<file path="config.mk">
export PLATFORM = sky130hd
export DESIGN_NAME = conv_layer_sequencer
export DESIGN_NICKNAME = d
export VERILOG_FILES = /design/src/rtl/conv_pkg.sv /design/src/rtl/conv_addr_counter.sv /design/src/rtl/conv_layer_sequencer.sv
export SDC_FILE = /design/constraint.sdc
export NUM_CORES = 1
export LEC_CHECK = 0
export CORE_MARGIN = 1.5
export CORE_UTILIZATION = 50
export DETAILED_ROUTE_END_ITERATION = 16
export GPL_TIMING_DRIVEN = 0
export PLACE_DENSITY = 0.75
export SYNTH_ARGS = -nofsm -noshare
export SYNTH_HDL_FRONTEND = slang
export SYNTH_HIERARCHICAL = 1
export SYNTH_SLANG_ARGS = --single-unit
</file>
<file path="constraint.sdc">
create_clock -name clk -period 6.8 [get_ports clk]
set_input_delay 1.36 -clock clk [delete_from_list [all_inputs] [get_ports clk]]
set_output_delay 1.36 -clock clk [all_outputs]
set_load 0.02 [all_outputs]
</file>
<file path="src/rtl/conv_pkg.sv">
// Shared constants for the convolution accelerator:
// layer state codes, layer output sizes and bus widths.
package conv_pkg;

    localparam int STATE_DATAWIDTH   = 4;
    localparam int ADDRESS_DATAWIDTH = 13;

    localparam int CONV1_1_OUTPUT_SIZE = 82;
    localparam int CONV1_2_OUTPUT_SIZE = 80;
    localparam int CONV2_1_OUTPUT_SIZE = 38;
    localparam int CONV2_2_OUTPUT_SIZE = 36;
    localparam int CONV3_1_OUTPUT_SIZE = 16;
    localparam int CONV3_2_OUTPUT_SIZE = 14;

    localparam logic [STATE_DATAWIDTH-1:0] IDLE    = 4'd0;
    localparam logic [STATE_DATAWIDTH-1:0] LOAD    = 4'd1;
    localparam logic [STATE_DATAWIDTH-1:0] CONV1_1 = 4'd2;
    localparam logic [STATE_DATAWIDTH-1:0] CONV1_2 = 4'd3;
    localparam logic [STATE_DATAWIDTH-1:0] POOL1   = 4'd4;
    localparam logic [STATE_DATAWIDTH-1:0] CONV2_1 = 4'd5;
    localparam logic [STATE_DATAWIDTH-1:0] CONV2_2 = 4'd6;
    localparam logic [STATE_DATAWIDTH-1:0] POOL2   = 4'd7;
    localparam logic [STATE_DATAWIDTH-1:0] CONV3_1 = 4'd8;
    localparam logic [STATE_DATAWIDTH-1:0] CONV3_2 = 4'd9;
    localparam logic [STATE_DATAWIDTH-1:0] POOL3   = 4'd10;
    localparam logic [STATE_DATAWIDTH-1:0] FC      = 4'd11;
    localparam logic [STATE_DATAWIDTH-1:0] FINISH  = 4'd12;

endpackage

</file>
<file path="src/rtl/conv_addr_counter.sv">
// Conv output address counter: wraps at the last pixel of
// the current conv layer, zero outside conv layers.
module conv_addr_counter #(
    parameter int STATE_DATAWIDTH     = conv_pkg::STATE_DATAWIDTH,
    parameter int ADDRESS_DATAWIDTH   = conv_pkg::ADDRESS_DATAWIDTH,
    parameter int CONV1_1_OUTPUT_SIZE = conv_pkg::CONV1_1_OUTPUT_SIZE,
    parameter int CONV1_2_OUTPUT_SIZE = conv_pkg::CONV1_2_OUTPUT_SIZE,
    parameter int CONV2_1_OUTPUT_SIZE = conv_pkg::CONV2_1_OUTPUT_SIZE,
    parameter int CONV2_2_OUTPUT_SIZE = conv_pkg::CONV2_2_OUTPUT_SIZE,
    parameter int CONV3_1_OUTPUT_SIZE = conv_pkg::CONV3_1_OUTPUT_SIZE,
    parameter int CONV3_2_OUTPUT_SIZE = conv_pkg::CONV3_2_OUTPUT_SIZE
) (
    input  logic                         clk,
    input  logic                         reset,
    input  logic [STATE_DATAWIDTH-1:0]   state,
    input  logic                         out_valid,
    input  logic                         clear,
    output logic [ADDRESS_DATAWIDTH-1:0] Out_Address
);
    import conv_pkg::*;

    localparam int AW = ADDRESS_DATAWIDTH;

    // Products are formed at int width, then cut to the bus width
    localparam logic [AW-1:0] END1_1 =
        AW'(CONV1_1_OUTPUT_SIZE * CONV1_1_OUTPUT_SIZE - 1);
    localparam logic [AW-1:0] END1_2 =
        AW'(CONV1_2_OUTPUT_SIZE * CONV1_2_OUTPUT_SIZE - 1);
    localparam logic [AW-1:0] END2_1 =
        AW'(CONV2_1_OUTPUT_SIZE * CONV2_1_OUTPUT_SIZE - 1);
    localparam logic [AW-1:0] END2_2 =
        AW'(CONV2_2_OUTPUT_SIZE * CONV2_2_OUTPUT_SIZE - 1);
    localparam logic [AW-1:0] END3_1 =
        AW'(CONV3_1_OUTPUT_SIZE * CONV3_1_OUTPUT_SIZE - 1);
    localparam logic [AW-1:0] END3_2 =
        AW'(CONV3_2_OUTPUT_SIZE * CONV3_2_OUTPUT_SIZE - 1);

    logic [AW-1:0] end_addr;
    logic          is_conv;

    // Last address of the current conv layer
    always_comb begin
        end_addr = '0;
        is_conv  = 1'b1;
        case (state)
            CONV1_1: end_addr = END1_1;
            CONV1_2: end_addr = END1_2;
            CONV2_1: end_addr = END2_1;
            CONV2_2: end_addr = END2_2;
            CONV3_1: end_addr = END3_1;
            CONV3_2: end_addr = END3_2;
            default: is_conv  = 1'b0;
        endcase
    end

    // Wrap counter; a wrap marks the end of one output pass
    always_ff @(posedge clk or posedge reset) begin
        if (reset) begin
            Out_Address <= '0;
        end else if (clear || !is_conv) begin
            Out_Address <= '0;
        end else if (out_valid) begin
            if (Out_Address == end_addr)
                Out_Address <= '0;
            else
                Out_Address <= Out_Address + 1'b1;
        end
    end

endmodule

</file>
<file path="src/rtl/conv_layer_sequencer.sv">
// Layer scheduler: walks the fixed layer order, publishes
// the state code and owns the conv output address.
module conv_layer_sequencer #(
    parameter int STATE_DATAWIDTH     = conv_pkg::STATE_DATAWIDTH,
    parameter int ADDRESS_DATAWIDTH   = conv_pkg::ADDRESS_DATAWIDTH,
    parameter int CONV1_1_OUTPUT_SIZE = conv_pkg::CONV1_1_OUTPUT_SIZE,
    parameter int CONV1_2_OUTPUT_SIZE = conv_pkg::CONV1_2_OUTPUT_SIZE,
    parameter int CONV2_1_OUTPUT_SIZE = conv_pkg::CONV2_1_OUTPUT_SIZE,
    parameter int CONV2_2_OUTPUT_SIZE = conv_pkg::CONV2_2_OUTPUT_SIZE,
    parameter int CONV3_1_OUTPUT_SIZE = conv_pkg::CONV3_1_OUTPUT_SIZE,
    parameter int CONV3_2_OUTPUT_SIZE = conv_pkg::CONV3_2_OUTPUT_SIZE
) (
    input  logic                         clk,
    input  logic                         reset,
    input  logic                         start,
    input  logic                         abort,
    input  logic                         load_done,
    input  logic                         out_valid,
    input  logic                         conv_done,
    input  logic                         pool_done,
    input  logic                         fc_done,
    output logic [STATE_DATAWIDTH-1:0]   state,
    output logic [ADDRESS_DATAWIDTH-1:0] Out_Address,
    output logic                         layer_start,
    output logic                         busy,
    output logic                         frame_done
);
    import conv_pkg::*;

    logic [STATE_DATAWIDTH-1:0] state_nxt;
    logic                       clear;

    // Next layer; completions outside their layer are ignored
    always_comb begin
        state_nxt = state;
        case (state)
            IDLE:    if (start)     state_nxt = LOAD;
            LOAD:    if (load_done) state_nxt = CONV1_1;
            CONV1_1, CONV1_2,
            CONV2_1, CONV2_2,
            CONV3_1, CONV3_2:
                     if (conv_done) state_nxt = state + 1'b1;
            POOL1, POOL2, POOL3:
                     if (pool_done) state_nxt = state + 1'b1;
            FC:      if (fc_done)   state_nxt = FINISH;
            FINISH:                 state_nxt = IDLE;
            default:                state_nxt = IDLE;
        endcase
        if (abort)
            state_nxt = IDLE;
    end

    // Any layer change restarts the address count
    assign clear = (state_nxt != state);
    assign busy  = (state != IDLE);

    // Layer register with registered start/done pulses
    always_ff @(posedge clk or posedge reset) begin
        if (reset) begin
            state       <= IDLE;
            layer_start <= 1'b0;
            frame_done  <= 1'b0;
        end else begin
            state       <= state_nxt;
            layer_start <= clear && (state_nxt != IDLE);
            frame_done  <= (state_nxt == FINISH);
        end
    end

    conv_addr_counter #(
        .STATE_DATAWIDTH    (STATE_DATAWIDTH),
        .ADDRESS_DATAWIDTH  (ADDRESS_DATAWIDTH),
        .CONV1_1_OUTPUT_SIZE(CONV1_1_OUTPUT_SIZE),
        .CONV1_2_OUTPUT_SIZE(CONV1_2_OUTPUT_SIZE),
        .CONV2_1_OUTPUT_SIZE(CONV2_1_OUTPUT_SIZE),
        .CONV2_2_OUTPUT_SIZE(CONV2_2_OUTPUT_SIZE),
        .CONV3_1_OUTPUT_SIZE(CONV3_1_OUTPUT_SIZE),
        .CONV3_2_OUTPUT_SIZE(CONV3_2_OUTPUT_SIZE)
    ) u_addr (
        .clk        (clk),
        .reset      (reset),
        .state      (state),
        .out_valid  (out_valid),
        .clear      (clear),
        .Out_Address(Out_Address)
    );

endmodule

</file>
==> summary.txt, run 1 <==
Post-synth EDFFs -> 0
Area after DPL -> 0.00222 mm2
CTS root buf -> clkbuf_8
Count leader, synth -> nor2_1
Bufs on Longest Clock Path -> 2
Clk sink count -> 19
Post-route cell area -> 0.00227 mm2
Kind of critical path -> primary input to flop
FMAX -> 219 MHz
CTS resizes -> 0
Die Y-Extent -> 64.5 um
Mux contribution to synthesized area -> 0.529%
Post-synthesis cell type count -> 61
Crit share post-route -> 67.3%
Post-place setup slack -> 1.97 ns
Area taken by flip-flops and latches -> 475 um2
Synth warnings -> 6
Ratio of cells with drive above 1 in the final layout -> 8.52%
DR WL/cell -> 15.5 um
Placed Cells -> 314
Multi-input logic area -> 0.00129 mm2
Worst Setup End Kind -> flop
Global route hottest layer -> met2
Worst hold path type -> flop to flop
Pleak -> 0.892 nW
Antenna diode count -> 0
Switching share of power -> 35.4%
Die X -> 64.5 um
Synth Area in Adders -> 3.97%
GRT Total Usage -> 24.1%
Critical path data arrival time -> 4.74 ns
Post-CTS setup buffer count -> 0
Worst-path clk slew -> 0.07 ns
Final GP Congestion -> 0.825
Worst Tran Pin Value -> 0.755 ns
CTS buffer count -> 3
Post-synth top flop -> dfrtp_1
Net switching power -> 109 uW
I/O pins -> 29
Fin Clk Skew -> 0.00340 ns
Final net count -> 286
Syn avg cell area -> 7.92 um2
Maximum vdd ir drop -> 0.117 mV
Post-synth top area share -> 25.1%
Site Rows -> 22
Seq/Total Area, Yosys -> 25.1%
Die ar. -> 0.00416 mm2
First-pass GRT wire length -> 8080 um
Cell Int Power -> 199 uW
Via/cell ratio -> 6.06
Commonest cells post-synth -> 21 x nor2_1, 19 x dfrtp_1, 12 x inv_1, 12 x nand2_1, 11 x nand3_1
Slew margin rel. -> 49.0%
Non-filler cells in the finished layout -> 318
Port Buf Inserts -> 27
Startpoint types -> primary input
Met1 usage -> 36.5%
Initial Util -> 51.7%
Gr ovfl total -> 0
Syn-to-layout area delta -> 20.0%
# DRC -> 0
Met2 Use GR -> 37.6%
Initial DRC count -> 124
Initial antenna violation count -> 0
Flop pwr share -> 39.3%
PD cells -> 135 mW/mm2
Logic pwr share -> 34.7%
Dominant cell type by area after synthesis -> dfrtp_1
Hold Fails Final Rpt -> 0
Setup TNS -> 0 ns
Minimum clock period -> 4.57 ns
Synth area leaders -> dfrtp_1 25%, nor2_1 4.2%, ha_1 4.0%, xnor2_1 3.7%, nand3_1 2.9%
# hold bufs at CTS -> 0
Clock Power Share -> 26.0%
RSZ-0062 raised after global routing -> no
CP Max Fanout -> 5
Cells after Synth -> 239
Filler cells -> 336
Synth Area in Compound Gates -> 28.7%
Synth Area in Simple Gates -> 29.1%
Number of global-route vias before repair -> 1679
Worst-Skew Late Latency -> 0.26 ns
DR vias -> 1926
Final wirelength -> 4920 um
Largest net degree at the start of global routing -> 14
H-tree Lvls -> 1
Post-synthesis register bit count -> 19
Met3 usage -> 3.65%
Post-route ant nets -> 0
Placeable Area -> 0.00366 mm2
Max cap viols -> 0
Largest family of logic cells by synthesized area -> simple AND/OR/NAND/NOR gates
Drt first pass iters -> 6
Detailed Place HPWL -> 3600 um
Setup Viol. Count Final -> 0
Syn nets -> 254
Async SR Flop Fraction -> 100%
Mapped cell area -> 0.00189 mm2
CTS tree -> done
CP required -> 6.97 ns
Final Max Slew Viols -> 0
Status -> finished, final reports clean
Worst Slack Setup Final -> 2.23 ns
Xor/xnor share of the synthesized area -> 6.01%
## registers in the layout, indices dropped and copies added (netlist names)
signal / count
frame_done: 1
layer_start: 1
state: 4
u_addr/Out_Address: 13
## kinds of logic after synthesis
family                     count (synthesis)
AOI/OAI and AO/OA                         73
xor gates and xnor gates                  13
adders and majority gates                  6
buffers and inverters                     29
DFF                                       19
muxes                                      1
and+or+nand+nor                           98
## power by group through the flow
stage / combinational [mW] / clock, mW / sequential [mW]
floorplan: 0.0723 / 0 / 0.125
global placement: 0.105 / 0 / 0.123
detailed placement: 0.106 / 0 / 0.123
CTS: 0.106 / 0.0824 / 0.121
global route: 0.117 / 0.0877 / 0.121
finish: 0.107 / 0.0801 / 0.121
## critical path, cell delays in order
cell and delay, ns:
clkdlybuf4s50_1 0.56, nand4_1 0.13, xnor2_1 0.15, a222oi_1 0.49
or4b_1 0.48, nand3_1 0.10, nand3_1 0.16, o41ai_1 0.76
nor2_1 0.15, xnor2_1 0.16, a211oi_1 0.23
## area by class of cell
| type | count | share of cell area (%) |
|---|---|---|
| multi-input cells | 191 | 56.9 |
| flip-flops and latches | 19 | 20.9 |
| repair buffers | 27 | 11.9 |
| plain buffers | 17 | 3.47 |
| well taps | 48 | 2.64 |
| inverters | 12 | 1.98 |
| clock buffers | 3 | 1.82 |
| clock inverters | 1 | 0.330 |
## worst paths after layout
path	from	to	slack [ns]	cells past startpoint
min in group asynchronous	reset	state[1]$_DFF_PP0_	1.33	2
hold reg to reg	u_addr/Out_Address[3]$_DFFE_PP0P_	u_addr/Out_Address[3]$_DFFE_PP0P_	0.65	2
setup / recovery	conv_done	u_addr/Out_Address[6]$_DFFE_PP0P_	2.23	11
setup reg to reg	state[0]$_DFF_PP0_	u_addr/Out_Address[6]$_DFFE_PP0P_	2.42	13
hold / removal	u_addr/Out_Address[3]$_DFFE_PP0P_	u_addr/Out_Address[3]$_DFFE_PP0P_	0.65	2
max in group asynchronous	reset	u_addr/Out_Address[12]$_DFFE_PP0P_	5.00	2
## per-layer routing
| metal | up-vias | part of all wire [%] |
|---|---|---|
| met2 | 64 | 47 |
| li1 | 959 | - |
| met5 | - | 0 |
| met4 | 0 | 0 |
| met3 | 0 | 5.9 |
| met1 | 903 | 47 |
## cell usage in the layout, fill, tap and decap left out, types with 6 or more instances in the layout
cell	synthesis	routed
a211oi_1	7	7
clkdlybuf4s50_1	0	27
o21ai_0	6	6
buf_2	9	9
nor3_1	6	6
a31oi_1	6	6
nand4_1	7	7
nor2b_1	7	7
nor2_1	21	21
inv_1	12	12
xnor2_1	8	8
dfrtp_1	19	19
ha_1	6	6
a21oi_1	10	10
nand3_1	11	11
nand2_1	12	12
clkbuf_1	7	7
## metrics by stage
stage / total power, mW / utilization, % / hold WS, ns
4_1_cts: 0.309 / 62.1 / 0.644
2_1_floorplan: 0.197 / - / 0.694
3_3_place_gp: 0.228 / 60.7 / 0.620
5_1_grt: 0.326 / 62.1 / 0.699
6_report: 0.307 / 62.1 / 0.654
3_5_place_dp: 0.228 / 60.7 / 0.624
Power figures use the tool's default switching activity.
==> inputs of run 2 (changes only) <==
CORE_UTILIZATION = 49   (was 50)
PLACE_DENSITY = 0.76   (was 0.75)
clock period = 3.9 ns   (was 6.8 ns; I/O delays follow)
==> run 2 against run 1 <==
  * Clock power up 77%
  * Non-clock buffer count increased by 1
  * Largest power group unchanged
  * Via count rose by 3.9%
==> summary.txt, run 2 (same netlist as run 1, synthesis figures left out) <==
WHS Endpoint -> u_addr/Out_Address[3]$_DFFE_PP0P_
Number of flip-flops in the largest register -> 13
GRT Total Usage -> 25.2%
Syn-to-layout area delta -> 24.7%
Pleak -> 0.906 nW
Ratio of cells with drive above 1 in the final layout -> 12.5%
H-tree Lvls -> 1
PD cells -> 236 mW/mm2
Worst-path clk slew -> 0.07 ns
Initial DRC count -> 163
Post-route ant nets -> 0
Post-place setup slack -> -0.529 ns
Worst Setup End Kind -> flop
Worst hold path type -> flop to flop
Critical path's slowest cell -> dfrtp_2
Worst-Skew Late Latency -> 0.26 ns
Worst reg2reg endpoint -> u_addr/Out_Address[7]$_DFFE_PP0P_
Setup TNS -> 0 ns
Internal reg-to-reg setup slack -> 0.28 ns
Detailed Place HPWL -> 3550 um
Area after DPL -> 0.00222 mm2
CP Max Fanout -> 9
Commonest cells after routing, fill and taps aside -> 27 x clkdlybuf4s50_1, 21 x nor2_1, 17 x dfrtp_1, 12 x nand2_1, 11 x inv_1
Setup Viol. Count Final -> 0
FF-to-FF path depth -> 14
CP cell instances -> buf_2 > inv_2 > ha_1 > o21bai_1 > a221oi_4 > a222oi_1 > buf_4 > or4b_1 > nand3_1 > nand3_2 > o41ai_4 > nor4_1 > xnor2_1 > a211oi_1
Number of global-route vias before repair -> 1783
Via/cell ratio -> 6.28
CP required -> 4.07 ns
Final GP Congestion -> 0.837
Critical path data arrival time -> 3.78 ns
Commonest non-fill, non-tap cell in the layout -> clkdlybuf4s50_1
Hold Startpoint -> u_addr/Out_Address[3]$_DFFE_PP0P_
Status -> finished, final reports clean
Registers with the most flip-flops -> u_addr/Out_Address: 13 flops, state: 4 flops
Reg2reg start -> state[0]$_DFF_PP0_
Largest reg by FF count -> u_addr/Out_Address
RSZ-0062 raised after global routing -> no
Slew margin rel. -> 60.4%
Minimum clock period -> 3.62 ns
Largest net degree at the start of global routing -> 14
Placed Cells -> 314
Final Max Slew Viols -> 0
Antenna diode count -> 0
Port Buf Inserts -> 27
FMAX -> 277 MHz
Kind of critical path -> flop to flop
Die ar. -> 0.00425 mm2
Initial Util -> 51.3%
Post-route cell area -> 0.00236 mm2
Crit share post-route -> 92.7%
Maximum vdd ir drop -> 0.153 mV
# DRC -> 0
CTS buffer count -> 3
Site Rows -> 22
Max cap viols -> 0
Gr ovfl total -> 0
First-pass GRT wire length -> 8560 um
Hold Fails Final Rpt -> 0
Final wirelength -> 4980 um
Placeable Area -> 0.00369 mm2
CTS tree -> done
Drt first pass iters -> 4
Hold depth -> 2
CP max stage delay -> 0.48 ns
Startpoint types -> flop
Worst Tran Pin Value -> 0.589 ns
Die X -> 65.2 um
Total power -> 558 uW
Final net count -> 287
Die Y-Extent -> 65.2 um
CTS root buf -> clkbuf_8
Worst Slack Setup Final -> 0.285 ns
DR WL/cell -> 15.6 um
I/O pins -> 29
Fin Clk Skew -> 0.00294 ns
Bufs on Longest Clock Path -> 2
Initial antenna violation count -> 0
Clk sink count -> 19
DR vias -> 2002
Non-filler cells in the finished layout -> 319
## run 2: where the power goes
part / total [mW] / switching, mW / internal (mW)
clock: 0.142 / 0.0694 / 0.0721
sequential: 0.212 / 0.0103 / 0.202
combinational: 0.204 / 0.124 / 0.0801
## run 2: worst max-delay path, delay by kind of cell, from the launching register on
family	cells	cell delay, ns
buf+inv	3	0.51
xor+xnor	1	0.14
flops	1	0.48
fa+ha+maj	1	0.21
compound gates	5	1.33
simple gates	4	0.83
## run 2: repair_timing
action                     4_1_cts  5_1_grt
resized for setup                5       10
gates cloned                     0        0
buffers inserted                 1        0
hold buffers                     0        0
pin swaps                        1        2
setup endpoints to repair        5        9
## run 2: layout make-up
| type | instances | area, um2 |
|---|---|---|
| Fill cell | 338 | 1330 |
| Timing Repair Buffer | 28 | 278 |
| Clock inverter | 1 | 7.51 |
| Multi-Input combinational cell | 191 | 1370 |
| Sequential cell | 19 | 478 |
| Clock buffer | 3 | 41.3 |
| Buffer | 17 | 78.8 |
| Tap cell | 48 | 60.1 |
| Inverter | 12 | 45.0 |
## run 2: worst max path at each step
stage,startpoint,endpoint,slack (ns),cells after the start
2_1_floorplan,state[0]$_DFF_PP0_,u_addr/Out_Address[6]$_DFFE_PP0P_,0.11,13
3_3_place_gp,state[0]$_DFF_PP0_,u_addr/Out_Address[6]$_DFFE_PP0P_,-0.55,13
3_5_place_dp,state[0]$_DFF_PP0_,u_addr/Out_Address[6]$_DFFE_PP0P_,-0.53,13
4_1_cts,state[0]$_DFF_PP0_,u_addr/Out_Address[7]$_DFFE_PP0P_,0.02,13
5_1_grt,state[0]$_DFF_PP0_,u_addr/Out_Address[7]$_DFFE_PP0P_,0.02,15
6_report,state[0]$_DFF_PP0_,u_addr/Out_Address[7]$_DFFE_PP0P_,0.28,14
## run 2: through the flow
step | hold WS (ns) | utilization (%)
floorplan | 0.571 | -
global placement | 0.617 | 60.3
detailed placement | 0.619 | 60.3
CTS | 0.636 | 62.7
global route | 0.701 | 64.0
finish | 0.649 | 64.0
## run 2: per-layer routing
layer | track usage [%] | part of all wire (%) | routed length (um)
met2 | 41.9 | 49 | 2440
met4 | 3.91 | 0.20 | 10
met5 | 0 | 0 | 0
met1 | 35.6 | 45 | 2220
met3 | 3.60 | 6.1 | 305
==> inputs of run 3 (changes only) <==
SETUP_SLACK_MARGIN = 0.02   (was not set)
==> run 3 against run 2 <==
  * Sequential power hardly changed
  * Register-to-register slack got worse by 0.02 ns
  * Global-route usage up 0.18 points
  * Via count decreased by 1.2%
  * Maximum frequency decreased by 0.63%
  * Cell area increased by 0.48%
  * Critical endpoint unchanged
  * Total power grew 0.31%
  * Sequential cell count is the same
  * First-iteration DRC count decreased by 15%
  * Cell count did not move
  * Clock skew fell by 0.0017 ns
==> summary.txt, run 3 (same netlist as run 1, synthesis figures left out) <==
Status -> finished, final reports clean
FMAX -> 275 MHz
Initial antenna violation count -> 0
Die ar. -> 0.00425 mm2
First-pass GRT wire length -> 8630 um
Ratio of cells with drive above 1 in the final layout -> 12.9%
Initial DRC count -> 138
Largest reg by FF count -> u_addr/Out_Address
Bufs on Longest Clock Path -> 2
Clock Power Share -> 25.4%
Switching share of power -> 36.5%
Syn-to-layout area delta -> 25.3%
Clk sink count -> 19
CP delay by family, top -> compound AO/OA/AOI/OAI gates
Slew margin rel. -> 61.3%
Worst-path clk slew -> 0.07 ns
Commonest non-fill, non-tap cell in the layout -> clkdlybuf4s50_1
Max cap viols -> 0
Worst-Skew Late Latency -> 0.26 ns
Largest net degree at the start of global routing -> 14
Logic pwr share -> 36.7%
Pleak -> 0.910 nW
Setup Viol. Count Final -> 0
PD cells -> 236 mW/mm2
H-tree Lvls -> 1
CTS tree -> done
Post-place setup slack -> -0.529 ns
Final net count -> 287
Gr ovfl total -> 0
Worst hold path type -> flop to flop
Post-route ant nets -> 0
CP max stage delay -> 0.48 ns
Antenna diode count -> 0
Net switching power -> 204 uW
Crit share post-route -> 93.3%
Number of global-route vias before repair -> 1798
# DRC -> 0
Multi-input logic area -> 0.00138 mm2
Filler cells -> 341
CTS root buf -> clkbuf_8
# hold bufs at CTS -> 0
Flop pwr share -> 37.9%
Placed Cells -> 314
Final Max Slew Viols -> 0
Final GP Congestion -> 0.837
Number of flip-flops in the largest register -> 13
Critical path's slowest cell -> dfrtp_2
CP Max Fanout -> 9
Final wirelength -> 5030 um
I/O pins -> 29
GRT Total Usage -> 25.4%
DR vias -> 1977
Die X -> 65.2 um
Maximum vdd ir drop -> 0.154 mV
Worst Path Buf+Inv -> 3
Placeable Area -> 0.00369 mm2
Kind of critical path -> flop to flop
Commonest cells after routing, fill and taps aside -> 27 x clkdlybuf4s50_1, 21 x nor2_1, 17 x dfrtp_1, 12 x nand2_1, 11 x inv_1
CP cell instances -> buf_2 > inv_2 > ha_2 > o21bai_1 > a221oi_4 > a222oi_1 > buf_4 > or4b_1 > nand3_1 > nand3_2 > o41ai_4 > nor4_1 > xnor2_1 > a211oi_1
Non-filler cells in the finished layout -> 319
Startpoint types -> flop
Hold Fails Final Rpt -> 0
Site Rows -> 22
Fin util -> 64.3%
RSZ-0062 raised after global routing -> no
Minimum clock period -> 3.64 ns
Worst Tran Pin Value -> 0.576 ns
DR WL/cell -> 15.8 um
Cell Int Power -> 355 uW
Drt first pass iters -> 4
Critical path data arrival time -> 3.80 ns
Port Buf Inserts -> 27
Area taken by flip-flops and latches -> 478 um2
CTS buffer count -> 3
Detailed Place HPWL -> 3550 um
Registers with the most flip-flops -> u_addr/Out_Address: 13 flops, state: 4 flops
Initial Util -> 51.3%
Worst Setup End Kind -> flop
Via/cell ratio -> 6.20
Worst Slack Setup Final -> 0.262 ns
Fin Clk Skew -> 0.00126 ns
Die Y-Extent -> 65.2 um
CP required -> 4.06 ns
==> run 3: through the flow <==
stage,hold slack (ns),TNS (ns),power [mW],instance area (um2)
6_report,0.647,0,0.559,2370
3_3_place_gp,0.617,-2.13,0.398,2220
2_1_floorplan,0.571,0,0.343,1890
3_5_place_dp,0.619,-2.08,0.398,2220
4_1_cts,0.636,0,0.547,2320
5_1_grt,0.701,0,0.593,2370
==> run 3: power by group through the flow <==
stage | sequential, mW | combinational [mW] | clock [mW]
CTS | 0.212 | 0.190 | 0.145
floorplan | 0.217 | 0.126 | 0
global route | 0.213 | 0.225 | 0.155
global placement | 0.215 | 0.182 | 0
detailed placement | 0.215 | 0.182 | 0
finish | 0.212 | 0.205 | 0.142
==> run 3: per-layer routing <==
layer	share of wire (%)	GRT usage (%)	vias to the layer above
met2	49	42.4	57
met4	0.58	3.91	0
met3	5.0	3.60	4
met5	0	0	-
met1	45	35.7	954
li1	-	-	962
==> run 3: final timing paths <==
check                                             startpoint                                 end  slack [ns]  cells after the start
max in group asynchronous                              reset  u_addr/Out_Address[12]$_DFFE_PP0P_        2.67                      2
max reg2reg                               state[0]$_DFF_PP0_   u_addr/Out_Address[7]$_DFFE_PP0P_        0.26                     14
min reg2reg                u_addr/Out_Address[3]$_DFFE_PP0P_   u_addr/Out_Address[3]$_DFFE_PP0P_        0.65                      2
max                                       state[0]$_DFF_PP0_   u_addr/Out_Address[7]$_DFFE_PP0P_        0.26                     14
min in group asynchronous                              reset                  state[3]$_DFF_PP0_        0.74                      2
min                        u_addr/Out_Address[3]$_DFFE_PP0P_   u_addr/Out_Address[3]$_DFFE_PP0P_        0.65                      2
==> run 3: timing repair <==
item	CTS	global route
pin swaps	1	2
resized for setup	6	11
setup buffers	1	0
endpoints found under the setup margin	5	8
==> run 3: cell type report <==
cell class / instances / area share, %
Buffer: 17 / 3.32
Clock buffer: 3 / 1.74
Clock inverter: 1 / 0.316
Inverter: 12 / 1.90
Multi-Input combinational cell: 191 / 58.3
Sequential cell: 19 / 20.1
Tap cell: 48 / 2.53
Timing Repair Buffer: 28 / 11.7
==> run 3: worst reg2reg max path: stages, from the launching register on <==
cell and delay (ns):
dfrtp_2 0.48, buf_2 0.22, inv_2 0.12, ha_2 0.23
o21bai_1 0.11, a221oi_4 0.46, a222oi_1 0.17, buf_4 0.18
or4b_1 0.46, nand3_1 0.14, nand3_2 0.14, o41ai_4 0.36
nor4_1 0.11, xnor2_1 0.14, a211oi_1 0.25
==> variant 1 (config.mk and constraints of run 3) <==
The package constant `STATE_DATAWIDTH` goes from 4 to 6.
--- a/src/rtl/conv_pkg.sv
+++ b/src/rtl/conv_pkg.sv
@@ -2,7 +2,7 @@
 // layer state codes, layer output sizes and bus widths.
 package conv_pkg;
 
-    localparam int STATE_DATAWIDTH   = 4;
+    localparam int STATE_DATAWIDTH   = 6;
     localparam int ADDRESS_DATAWIDTH = 13;
 
     localparam int CONV1_1_OUTPUT_SIZE = 82;
Ports: changed (resized state); port bits go from 29 to 31. No check against the original RTL was run, so the function may have changed too.
==> variant 1 against run 3 <==
First-iteration DRC count is 16% higher. Hold slack worse by 0.0077 ns. Fmax is 2.8% higher. Sequential cell count is 2 higher. Wire length is 6.3% higher. Design area is 1.2% lower. Area after synthesis is 0.66% higher. Setup slack better by 0.10 ns. Critical path type unchanged. Largest cell class unchanged.
Power is not compared: it rests on default switching activity, and its combinational part moved more than twofold at a synthesized area within 25%.
==> variant 1: results (changes against run 3) <==
GRT
  • Total track usage: 0.262 (+0.00853)
  • Antenna violations before repair: 0 (unchanged)
  • First-pass GRT wire length: 8890 um (+3.0%)
  • Pin count of the biggest net entering global routing: 14 (unchanged)
  • Number of global-route vias before repair: 1,850 (+2.9%)

Placed design
  • Final HPWL DP: 3840 um (+8.1%)
  • Placer Congestion: 0.897 (+7.2%)
  • Port Buffers: 30 (+11%)
  • DP Worst Slack: 0.148 ns (+0.677 ns)

Finish
  • Share of cells above drive strength 1: 0.131 (+0.00193)
  • N_diodes: 0 (unchanged)
  • Final nets: 282 (-1.7%)
  • Largest registers: u_addr/Out_Address x13, state x6

Logic synthesis
  • Area contributors post-synth: dfrtp_1 28%, nand3_1 3.9%, nor2_1 3.7%, ha_1 3.3%, nand2_1 3.2%
  • Synth cell count leaders: 21 x dfrtp_1, 19 x nor2_1, 16 x nand2_1
  • Post-synth ARST share: 1.00 (unchanged)
  • Cell with the most instances after synthesis: dfrtp_1
  • YS warnings: 6 (unchanged)
  • Seq/Total Area, Yosys: 0.276 (+0.0246)
  • Cell variety after synth: 69 (+13%)

Clocking
  • CTS root buf: clkbuf_8
  • CTS Buf Count: 3 (unchanged)
  • H-Tree Depth: 1 (unchanged)
  • CTS Buffer Depth: 2 (unchanged)
  • Reg clk slew, reported paths: around 0.080 ns
  • Later-pin clock latency in the skew report: between 0.2 and 0.3 ns
  • Setup bufs post-CTS: 0 (-1)

Critical path
  • Arr. time, crit path: 3.71 ns (-0.09 ns)
  • Max FO, Critical Path: 11 (+2)

Power
  • Leakage: between 0.9 and 1 nW
  • Peak supply drop: about 0.27 mV

Outcome
  • Status: complete, no violations

Routing
  • Vias: 2,049 (+3.6%)
  • TritonRoute pass-1 iters: 5 (+1)
  • Initial DRC Count: 160 (+16%)
  • Total routed wirelength: 5340 um (+6.3%)

Hold path
  • Hold Crit Class: flop to flop

Timing
  • Final hold vios: 0 (unchanged)
  • Setup Skew: 0.00583 ns (+0.00457 ns)
  • Measured slew at the worst slew-check pin: 0.729 ns (+0.154 ns)

Job
  • Max_cap viols: 0 (unchanged)
## variant 1: final cells by class
class,count,area (sq um)
clock inverter,1,7.51
sequential,21,529
multi-input combinational,190,1280
inverter,10,37.5
fill,347,1350
buffer,12,85.1
tap,48,60.1
timing repair buffer,30,300
clock buffer,3,41.3
## variant 1: cell families after synthesis
kind of cell	count (synthesis)	synth area share
XOR/XNOR	7	0.0322
multiplexers	3	0.0158
adder cells (fa/ha/maj)	5	0.0328
AND/OR/NAND/NOR	106	0.318
other	1	0.00197
AO/OA/AOI/OAI	67	0.260
flip-flops	21	0.276
buffers and inverters	22	0.0637
## variant 1: worst paths after layout
| path | start | cells past startpoint | slack (ns) | endpoint |
|---|---|---|---|---|
| setup / recovery | state[0] | 13 | 0.36 | u_addr/Out_Address[5] |
| hold / removal | u_addr/Out_Address[1] | 2 | 0.64 | u_addr/Out_Address[1] |
| setup reg to reg | state[0] | 13 | 0.36 | u_addr/Out_Address[5] |
| hold reg to reg | u_addr/Out_Address[1] | 2 | 0.64 | u_addr/Out_Address[1] |
| max in group asynchronous | reset | 2 | 2.65 | u_addr/Out_Address[5] |
| min in group asynchronous | reset | 2 | 0.78 | frame_done |
## variant 1: through the flow
step / total power (W) / instances / util / area, sq um / hold slack [ns]
floorplan: 0.000273 / 233 / - / 1910 / 0.596
global placement: 0.000302 / 311 / 0.615 / 2270 / 0.603
detailed placement: 0.000302 / 311 / 0.615 / 2270 / 0.624
CTS: 0.000451 / 315 / 0.629 / 2320 / 0.646
global route: 0.000469 / 315 / 0.635 / 2340 / 0.692
finish: 0.000450 / 315 / 0.635 / 2340 / 0.639
## variant 1: where the power goes
| part | switching, W | internal (W) |
|---|---|---|
| registers | 0.00000701 | 0.000220 |
| logic | 0.0000419 | 0.0000307 |
| clock network | 0.0000775 | 0.0000723 |
| total | 0.000126 | 0.000323 |
## variant 1: what timing repair did
item | CTS | global route
endpoints found under the setup margin | 0 | 11
resized for setup | 0 | 10
endpoints found under the hold margin | 0 | 0
## variant 1: layer usage
metal  track usage  wire, um
met5             0         0
met4        0.0703        65
met3        0.0411       378
met2         0.418      2510
met1         0.370      2390
## variant 1: worst max-delay path: stages, from the launching register on
cell and delay, ns:
dfrtp_2 0.50, inv_1 0.16, ha_1 0.25, nor2_1 0.11
nor3_2 0.22, o21ai_2 0.17, a22o_1 0.24, a311oi_1 0.28
nand4_1 0.16, or3_1 0.41, nor3_1 0.20, nand2_1 0.19
buf_2 0.24, o41ai_2 0.31
==> variant 2 (config.mk and constraints of run 3) <==
Made on the original files. Register the output `state` once more, with the module's reset; this adds one clock of latency there. The other outputs are not delayed to match.
--- a/src/rtl/conv_layer_sequencer.sv
+++ b/src/rtl/conv_layer_sequencer.sv
@@ -27,21 +27,23 @@
 );
     import conv_pkg::*;
 
+    logic [STATE_DATAWIDTH-1:0] state_s0;
+
     logic [STATE_DATAWIDTH-1:0] state_nxt;
     logic                       clear;
 
     // Next layer; completions outside their layer are ignored
     always_comb begin
-        state_nxt = state;
-        case (state)
+        state_nxt = state_s0;
+        case (state_s0)
             IDLE:    if (start)     state_nxt = LOAD;
             LOAD:    if (load_done) state_nxt = CONV1_1;
             CONV1_1, CONV1_2,
             CONV2_1, CONV2_2,
             CONV3_1, CONV3_2:
-                     if (conv_done) state_nxt = state + 1'b1;
+                     if (conv_done) state_nxt = state_s0 + 1'b1;
             POOL1, POOL2, POOL3:
-                     if (pool_done) state_nxt = state + 1'b1;
+                     if (pool_done) state_nxt = state_s0 + 1'b1;
             FC:      if (fc_done)   state_nxt = FINISH;
             FINISH:                 state_nxt = IDLE;
             default:                state_nxt = IDLE;
@@ -51,17 +53,17 @@
     end
 
     // Any layer change restarts the address count
-    assign clear = (state_nxt != state);
-    assign busy  = (state != IDLE);
+    assign clear = (state_nxt != state_s0);
+    assign busy  = (state_s0 != IDLE);
 
     // Layer register with registered start/done pulses
     always_ff @(posedge clk or posedge reset) begin
         if (reset) begin
-            state       <= IDLE;
+            state_s0    <= IDLE;
             layer_start <= 1'b0;
             frame_done  <= 1'b0;
         end else begin
-            state       <= state_nxt;
+            state_s0    <= state_nxt;
             layer_start <= clear && (state_nxt != IDLE);
             frame_done  <= (state_nxt == FINISH);
         end
@@ -79,11 +81,19 @@
     ) u_addr (
         .clk        (clk),
         .reset      (reset),
-        .state      (state),
+        .state      (state_s0),
         .out_valid  (out_valid),
         .clear      (clear),
         .Out_Address(Out_Address)
     );
 
+    always_ff @(posedge clk or posedge reset) begin
+        if (reset) begin
+            state <= '0;
+        end else begin
+            state <= state_s0;
+        end
+    end
+
 endmodule
 
Check against the original RTL: not equivalent (a bounded check fails within 4 cycles, from zero or initial values and one cycle with reset high).
==> variant 2 against run 3 <==
The flow now finishes with violations (DRC). Design area up 5.0%. Utilization shrank 1.1 points. Setup slack got worse by 0.036 ns. Wire length grew 3.7%. Sequential power rose by 19%. Count of clock-buffer cells in the layout unchanged. Sequential cell count up 4. Die area increased by 5.1%. Fmax down 0.98%. Power grew 11%. Clock skew is 0.0011 ns higher. Critical endpoint unchanged. Area after synthesis increased by 5.3%. Largest power group unchanged.
==> variant 2: results (changes against run 3) <==
Logic synthesis
  • Synth Area in Compound Gates: 0.272 (-0.0144)
  • Synthesized Nets: 258 (+1.6%)
  • XOR/XNOR share of the synthesized area: 0.0571 (-0.00302)
  • Post-synthesis adder-cell area fraction: 0.0377 (-0.00199)
  • Area contributors post-synth: dfrtp_1 29%, nor2_1 4.0%, ha_1 3.8%, xnor2_1 3.5%, nand3_1 2.8%
  • Mux share of post-synthesis cell area: 0.00502 (-0.000266)
  • Synth cell count leaders: 23 x dfrtp_1, 21 x nor2_1, 12 x inv_1, 12 x nand2_1, 11 x nand3_1
  • Seq/Total Area, Yosys: 0.289 (+0.0376)

GRT
  • Total track usage: 0.248 (-0.00633)
  • GR Util met2: 0.386 (-0.0377)
  • Met1 Use GR: 0.333 (-0.0241)
  • Pin count of the biggest net entering global routing: 15 (+1)
  • Number of global-route vias before repair: 1,932 (+7.5%)
  • Met3 Use GR: 0.0456 (+0.00965)
  • First-pass GRT wire length: 8610 um (-0.23%)

Timing
  • Slew margin rel.: 0.599 (-0.0133)
  • Setup Skew: 0.00233 ns (+0.00107 ns)

Outcome
  • Failing checks: DRC
  • Status: finished, violations left

Placed design
  • Final HPWL DP: 3680 um (+3.8%)
  • Port Buffers: 27 (unchanged)

Critical path
  • Arr. time, crit path: 3.85 ns (+0.05 ns)
  • Max FO, Critical Path: 12 (+3)

Power
  • Leakage: 0.979 nW (+7.6%)
  • Sw frac: 0.350 (-0.0151)

Routing
  • Drt drc: 1 (+1)
  • Routed wire length per instance: 15.9 um (+1.1%)
  • Via density: 6.16 (-0.57%)
  • TritonRoute pass-1 iters: 13 (+9)

Finish
  • Share of cells above drive strength 1: 0.130 (+0.000813)
  • Final nets: 293 (+2.1%)
## variant 2: metrics by stage
step,total power [W],hold WS (ns),std cells,area (sq um),setup slack (ns)
detailed placement,0.000447,0.563,320,2330,-0.454
global route,0.000660,0.468,327,2490,0.00936
CTS,0.000603,0.516,325,2420,0.0382
global placement,0.000443,0.564,320,2330,-0.382
floorplan,0.000389,0.462,243,1990,0.258
finish,0.000623,0.448,327,2490,0.226
## variant 2: cells by family after synthesis
| kind of cell | Yosys count |
|---|---|
| fa+ha+maj | 6 |
| flops | 23 |
| compound gates | 73 |
| simple gates | 98 |
| xor+xnor | 13 |
| buf+inv | 29 |
| mux | 1 |
## variant 2: what timing repair did
action | CTS | global route
endpoints found under the setup margin | 6 | 5
setup buffers | 1 | 2
resized for setup | 6 | 11
pin swaps | 1 | 2
## variant 2: layout make-up
cell class | instances | area, sq um
plain buffers | 17 | 78.8
clock buffers | 3 | 41.3
clock inverters | 1 | 7.51
fillers | 340 | 1450
inverters | 12 | 45.0
multi-input cells | 191 | 1390
flip-flops and latches | 23 | 578
well taps | 50 | 62.6
repair buffers | 30 | 293
## variant 2: power by group through the flow
stage | sequential (W) | combinational (W) | clock [W]
after floorplan | 0.000263 | 0.000127 | 0
after global placement | 0.000260 | 0.000183 | 0
after detailed placement | 0.000260 | 0.000187 | 0
after CTS | 0.000255 | 0.000194 | 0.000154
after global routing | 0.000255 | 0.000239 | 0.000167
final | 0.000253 | 0.000218 | 0.000152
## variant 2: final timing paths
| check | to | slack [ns] | start | depth (start not counted) |
|---|---|---|---|---|
| setup / recovery | u_addr/Out_Address[7] | 0.23 | state_s0[1] | 15 |
| hold / removal | state[0] | 0.45 | state_s0[0] | 0 |
| setup reg to reg | u_addr/Out_Address[7] | 0.23 | state_s0[1] | 15 |
| hold reg to reg | state[0] | 0.45 | state_s0[0] | 0 |
| max in group asynchronous | u_addr/Out_Address[3] | 2.66 | reset | 2 |
| min in group asynchronous | state[0] | 0.79 | reset | 2 |
## variant 2: worst max-delay path: stages, from the launching register on
cell and delay, ns:
dfrtp_2 0.51, inv_1 0.20, ha_2 0.29, o21bai_1 0.14, a221oi_4 0.51, a222oi_1 0.18
buf_4 0.19, or4b_1 0.47, nand3_1 0.13, nand3_2 0.13, nor2_1 0.13, a21boi_1 0.11
o41ai_4 0.10, nor4_1 0.12, xnor2_1 0.15, a211oi_1 0.23
## variant 2: layer usage
layer / vias to the layer above / share of wire
met1: 954 / 0.45
met4: 0 / 0.016
met2: 71 / 0.49
met5: - / 0
met3: 11 / 0.039
li1: 979 / -
